File: config.mk
export PLATFORM = sky130hd
export DESIGN_NAME = spike_train_decoder_flat
export DESIGN_NICKNAME = d
export VERILOG_FILES = /design/src/rtl/spike_dec_pkg.sv /design/src/rtl/spike_train_decoder_if.sv /design/src/rtl/sat_counter.sv /design/src/rtl/spike_train_decoder.sv /design/src/flat_wrapper.sv
export SDC_FILE = /design/constraint.sdc
export NUM_CORES = 1
export LEC_CHECK = 0
export BUFFER_PORTS_ARGS = -buffer_cell sky130_fd_sc_hd__buf_2
export CAP_MARGIN = 10
export CORE_AREA = 4 4 80 82
export DETAILED_ROUTE_END_ITERATION = 8
export DIE_AREA = 0 0 84 86
export PLACE_DENSITY = 0.6
export SYNTH_ARGS = -nofsm -noshare
export SYNTH_HDL_FRONTEND = slang
export SYNTH_HIERARCHICAL = 1
export SYNTH_SLANG_ARGS = --single-unit
export TNS_END_PERCENT = 1
File: constraint.sdc
create_clock -name clk -period 2.16 [get_ports clk]
set_input_delay 0.108 -clock clk [delete_from_list [all_inputs] [get_ports clk]]
set_output_delay 0.108 -clock clk [all_outputs]
set_load 0.005 [all_outputs]
File: src/rtl/spike_dec_pkg.sv
// Shared defaults and state encoding for the spike train decoder.
// Rate window, count and ISI widths default to 8 bits.
package spike_dec_pkg;
  localparam int DEF_WINDOW_LOG2 = 8;
  localparam int DEF_CNT_W       = 8;
  localparam int DEF_ISI_W       = 8;

  localparam logic [DEF_CNT_W-1:0] DEF_CNT_MAX = {DEF_CNT_W{1'b1}};
  localparam logic [DEF_ISI_W-1:0] DEF_ISI_MAX = {DEF_ISI_W{1'b1}};

  typedef enum logic {
    IDLE = 1'b0,
    RUN  = 1'b1
  } dec_state_t;
endpackage

File: src/rtl/spike_train_decoder_if.sv
// Result channel from the decoder to the readout logic: rate/ISI pair on valid/ready,
// plus a sticky overrun flag.
interface spike_train_decoder_if
  import spike_dec_pkg::*;
#(
  parameter int CNT_W = DEF_CNT_W,
  parameter int ISI_W = DEF_ISI_W
);
  logic [CNT_W-1:0] rate_out;
  logic [ISI_W-1:0] isi_out;
  logic             data_valid;
  logic             data_ready;
  logic             overrun;

  modport master (
    output rate_out, isi_out, data_valid, overrun,
    input  data_ready
  );

  modport slave (
    input  rate_out, isi_out, data_valid, overrun,
    output data_ready
  );
endinterface

File: src/rtl/sat_counter.sv
// Up-counter that sticks at all-ones; a load takes priority over increment.
// Single-cycle update, reset value set by parameter.
module sat_counter #(
  parameter int             W       = 8,
  parameter logic [W-1:0]   RST_VAL = '0
) (
  input  logic         clk,
  input  logic         rst_n,
  input  logic         inc,
  input  logic         ld,
  input  logic [W-1:0] ld_val,
  output logic [W-1:0] cnt,
  output logic         sat
);
  assign sat = (cnt == {W{1'b1}});

  always_ff @(posedge clk or negedge rst_n) begin
    if (!rst_n) begin
      cnt <= RST_VAL;
    end else if (ld) begin
      cnt <= ld_val;
    end else if (inc && !sat) begin
      cnt <= cnt + 1'b1;
    end
  end
endmodule

File: src/rtl/spike_train_decoder.sv
// Decodes a 1-bit spike line into per-window spike rate and last inter-spike interval.
// Result appears 1 cycle after the window's terminal cycle; an unconsumed result is overwritten and flagged.
module spike_train_decoder
  import spike_dec_pkg::*;
#(
  parameter int WINDOW_LOG2 = DEF_WINDOW_LOG2,
  parameter int CNT_W       = DEF_CNT_W,
  parameter int ISI_W       = DEF_ISI_W
) (
  input  logic                   clk,
  input  logic                   rst_n,
  input  logic                   ena,
  input  logic                   spike_in,
  spike_train_decoder_if.master  res
);
  dec_state_t             state, state_nxt;
  logic                   adv;
  logic                   spike_d;
  logic                   evt;
  logic [WINDOW_LOG2-1:0] win_cnt;
  logic                   term;
  logic [CNT_W-1:0]       spk_cnt, rate_nxt;
  logic                   spk_sat;
  logic [ISI_W-1:0]       isi_cnt, isi_last, isi_nxt;
  logic                   isi_sat;

  always_ff @(posedge clk or negedge rst_n) begin
    if (!rst_n) begin
      state <= IDLE;
    end else begin
      state <= state_nxt;
    end
  end

  always_comb begin
    state_nxt = state;
    adv       = 1'b0;
    case (state)
      IDLE: begin
        adv = ena;
        if (ena) state_nxt = RUN;
      end
      RUN:     adv = ena;
      default: state_nxt = IDLE;
    endcase
  end

  // spike_d tracks the line even while disabled, so a level held across a pause is not a new edge
  always_ff @(posedge clk or negedge rst_n) begin
    if (!rst_n) begin
      spike_d <= 1'b0;
    end else begin
      spike_d <= spike_in;
    end
  end

  assign evt = spike_in & ~spike_d & ena;

  always_ff @(posedge clk or negedge rst_n) begin
    if (!rst_n) begin
      win_cnt <= '0;
    end else if (adv) begin
      win_cnt <= win_cnt + 1'b1;
    end
  end

  assign term = adv && (win_cnt == {WINDOW_LOG2{1'b1}});

  sat_counter #(.W(CNT_W), .RST_VAL('0)) u_spk_cnt (
    .clk    (clk),
    .rst_n  (rst_n),
    .inc    (evt),
    .ld     (term),
    .ld_val ({CNT_W{1'b0}}),
    .cnt    (spk_cnt),
    .sat    (spk_sat)
  );

  sat_counter #(.W(ISI_W), .RST_VAL({ISI_W{1'b1}})) u_isi_cnt (
    .clk    (clk),
    .rst_n  (rst_n),
    .inc    (adv & ~isi_sat),
    .ld     (evt),
    .ld_val ({{(ISI_W-1){1'b0}}, 1'b1}),
    .cnt    (isi_cnt),
    .sat    (isi_sat)
  );

  always_ff @(posedge clk or negedge rst_n) begin
    if (!rst_n) begin
      isi_last <= {ISI_W{1'b1}};
    end else if (evt) begin
      isi_last <= isi_cnt;
    end
  end

  // A spike landing on the terminal cycle belongs to the window being closed
  assign rate_nxt = (evt && !spk_sat) ? spk_cnt + 1'b1 : spk_cnt;
  assign isi_nxt  = evt ? isi_cnt : isi_last;

  always_ff @(posedge clk or negedge rst_n) begin
    if (!rst_n) begin
      res.rate_out   <= '0;
      res.isi_out    <= '0;
      res.data_valid <= 1'b0;
      res.overrun    <= 1'b0;
    end else if (term) begin
      res.rate_out   <= rate_nxt;
      res.isi_out    <= isi_nxt;
      res.data_valid <= 1'b1;
      if (res.data_valid && !res.data_ready) res.overrun <= 1'b1;
    end else if (res.data_valid && res.data_ready) begin
      res.data_valid <= 1'b0;
    end
  end
endmodule

File: src/flat_wrapper.sv
// flat-port wrapper written by rule: the top's interface ports become plain ports
module spike_train_decoder_flat import spike_dec_pkg::*;
#(
  parameter int WINDOW_LOG2 = DEF_WINDOW_LOG2,
  parameter int CNT_W       = DEF_CNT_W,
  parameter int ISI_W       = DEF_ISI_W
)
  (clk, rst_n, ena, spike_in, res_rate_out, res_isi_out, res_data_valid, res_overrun, res_data_ready);
  spike_train_decoder_if #(.CNT_W(CNT_W), .ISI_W(ISI_W)) res_i ();
  input  logic clk;
  input  logic rst_n;
  input  logic ena;
  input  logic spike_in;
  output wire logic [$bits(res_i.rate_out)-1:0] res_rate_out;
  output wire logic [$bits(res_i.isi_out)-1:0] res_isi_out;
  output wire logic [$bits(res_i.data_valid)-1:0] res_data_valid;
  output wire logic [$bits(res_i.overrun)-1:0] res_overrun;
  input wire logic [$bits(res_i.data_ready)-1:0] res_data_ready;
  assign res_rate_out = res_i.rate_out;
  assign res_isi_out = res_i.isi_out;
  assign res_data_valid = res_i.data_valid;
  assign res_overrun = res_i.overrun;
  assign res_i.data_ready = res_data_ready;
  spike_train_decoder #(.WINDOW_LOG2(WINDOW_LOG2), .CNT_W(CNT_W), .ISI_W(ISI_W)) u_core (.clk(clk), .rst_n(rst_n), .ena(ena), .spike_in(spike_in), .res(res_i));
endmodule
==> impl_metrics.py <==
metrics = {
    "status": {
        "outcome": "completed",
    },
    "critical_path": {
        "start_kind": "flop",
        "path_max_fanout": 7,
        "setup.worst_path.end_class": "flop",
        "required_ps": 2400,
        "cpPeakStageDelay_ps": 570,
        "crit_family": "multiplexers",
        "cp_num_buf_inv": 0,
        "cp_slowest_cell": "dfstp_2",
        "crit_chain": "ha_1, nand3_2, nor2_1, nor2b_1, o21ai_1, mux2_2, mux2_2",
        "crit_type": "flop to flop",
        "crit_top_cell": "mux2_2",
        "cp.arrival_ps": 2200,
    },
    "floorplan": {
        "rows": 28,
        "die_h_um": 86,
        "io_pins": 23,
        "start_util_pct": 43.88,
        "coreArea_um2": 5746,
        "die_w_um": 84,
        "dieArea_um2": 7224,
    },
    "timing": {
        "min_period_ps": 1968,
        "finClkSkew_ps": 6.852,
        "whs_ps": 79.85,
        "setup_tns_ps": 0,
        "fmax_mhz": 508.2,
        "fin_crit_sh_pct": 91.10,
        "setup_ws_ps": 192.2,
        "slew_viol_final": 0,
        "finalHoldViolations": 0,
        "grt_setup_unrepaired": "no",
        "setup_viol": 0,
    },
    "global_route": {
        "antenna_found_initial": 0,
        "grt_usage_pct": 13.21,
        "grt_overflow": 0,
        "grt_pass1_vias": 1542,
        "grt_pass1_wl_um": 7507,
        "grt_max_degree": 27,
    },
    "clock_tree": {
        "clkSlewWorstSetupHoldPaths_ps": 90,
        "cts.path.max_buffers": 2,
        "ctsResizeCount": 0,
        "hold_buffers": 2,
        "cts_root_buf": "clkbuf_8",
        "clkSinkCount": 51,
        "clock_latency_ps": 300,
        "post-cts-setup-buffers": 0,
        "tritoncts": "yes",
        "ctsHtreeMaxLevel": 2,
        "cts_made_buffers": 5,
    },
    "placement": {
        "dpl_cell_area_um2": 2771,
        "place_ws_ps": 209.4,
        "dpl.hpwl_um": 3130,
        "place_congestion": 0.7640,
        "port_buffers": 22,
    },
    "layout": {
        "design_area_um2": 2887,
        "drive_above_1_share_pct": 31.66,
        "layout.nets": 267,
        "n_antenna_cell": 0,
        "nFillCells": 536,
        "syn_to_final_growth_pct": 14.49,
        "layout_common_cells": "dfrtp_1 (35), nand2_1 (27), mux2_2 (24)",
        "layout_commonest_cell": "dfrtp_1",
    },
    "detailed_routing": {
        "vias_per_cell": 4.883,
        "num_vias": 1631,
        "post_drt_wl_per_cell_um": 12.92,
        "totalWireLength_um": 4314,
        "ant_nets": 0,
        "firstDrtPassIters": 4,
        "drcViolationCount": 0,
        "detail_route.iter0.violations": 108,
    },
    "synthesis": {
        "ys_seq_area_share_pct": 51.41,
        "synthCells": 215,
        "synth-edff-count": 0,
        "synth.top_cell.area_share_pct": 34.74,
        "synth_top_area_cell": "dfrtp_1",
        "ys_ff_latch": 51,
        "netlist_top_cells_area": "dfrtp_1 (35%), dfstp_2 (17%), mux2_2 (11%)",
        "syn_avg_cell_area_um2": 11.73,
        "synth_cell_types": 35,
        "synth_ff_type": "dfrtp_1",
        "netlist_area_um2": 2521,
        "ys_warn_count": 6,
        "synthArstFlopShare_pct": 100.0,
    },
    "power": {
        "max-vdd-ir-drop_mv": 0.4059,
        "p_per_area_nw_per_um2": 940.7,
        "totalPowerFinal_w": 0.002715,
        "power_leakage_nw": 1.343,
    },
    "run": {
        "maxCapViolations": 0,
    },
    "hold_path": {
        "hold_path_class": "input pin to flop",
    },
}
==> cell type report <==
| class | instances | area, um2 | share of cell area [%] |
|---|---|---|---|
| Clock buffer | 7 | 86.33 | 2.991 |
| Clock inverter | 1 | 8.758 | 0.3034 |
| Inverter | 2 | 7.507 | 0.2601 |
| Multi-Input combinational cell | 169 | 1226 | 42.48 |
| Sequential cell | 51 | 1296 | 44.91 |
| Tap cell | 75 | 93.84 | 3.251 |
| Timing Repair Buffer | 29 | 167.7 | 5.808 |
==> power by group <==
part,switching (W),internal [W]
sequential,0.000265,0.00129
combinational,0.000267,0.000332
clock,0.000301,0.000263
total,0.000833,0.00188
==> final timing paths <==
check                                        startpoint                 endpoint  slack (ps)  cells after the start
worst max-delay path            u_core/u_isi_cnt/cnt[0]  u_core/u_isi_cnt/cnt[1]         190                      7
worst min-delay path                     res_data_ready    u_core/res.data_valid          80                      3
worst max register to register  u_core/u_isi_cnt/cnt[0]  u_core/u_isi_cnt/cnt[1]         190                      7
worst min register to register   u_core/res.rate_out[1]   u_core/res.rate_out[1]         480                      2
max in group asynchronous                         rst_n       u_core/isi_last[7]        1300                      3
min in group asynchronous                         rst_n        u_core/win_cnt[7]         200                      2
==> per-layer routing <==
metal	track usage [%]	vias up	wire, um
li1	-	833	-
met1	17.75	771	2145
met2	20.39	21	1969
met3	3.266	6	123
met4	5.702	0	76
met5	0	-	0
==> flip-flops by register name, summed over array words and instances, names as in the netlist <==
signal,count
u_core/res.rate_out,8
u_core/res.isi_out,8
u_core/spike_d,1
u_core/isi_last,8
u_core/win_cnt,8
u_core/u_spk_cnt/cnt,8
u_core/res.data_valid,1
u_core/res.overrun,1
u_core/u_isi_cnt/cnt,8
==> synth_stat cells, types with 2 or more instances <==
library cell,count
and2_1,4
o2111ai_1,4
xor2_1,15
nor2_1,3
dfstp_2,16
xnor2_1,11
dfrtp_1,35
nand2b_1,3
mux2_2,24
nand4_1,4
buf_2,2
inv_1,2
o21ai_1,4
o21ai_0,16
and4_1,4
buf_6,2
nand3_2,2
and3_1,4
nand2_1,27
mux2i_1,3
nand3_1,5
o211ai_1,4
ha_1,4
nor4_1,2
clkbuf_1,3
conb_1,2
nand4_2,2
==> cell families after synthesis <==
| group | Yosys count | synth area share, % |
|---|---|---|
| flops | 51 | 51.41 |
| compound gates | 29 | 6.849 |
| buf+inv | 9 | 2.035 |
| xor+xnor | 26 | 9.032 |
| mux | 28 | 12.51 |
| other cells | 2 | 0.2979 |
| simple gates | 66 | 15.88 |
| fa+ha+maj | 4 | 1.985 |
==> metrics by stage <==
stage,std cells,utilization [%]
after floorplan,229,-
after global placement,324,48.24
after detailed placement,324,48.24
after CTS,334,50.24
after global routing,334,50.24
final,334,50.24
==> worst reg2reg max path, stage by stage (launching register included) <==
cell	delay, ps
dfstp_2	570
ha_1	200
nand3_2	120
nor2_1	120
nor2b_1	110
o21ai_1	160
mux2_2	360
mux2_2	250
No activity file was read; power rests on OpenSTA's default activity.
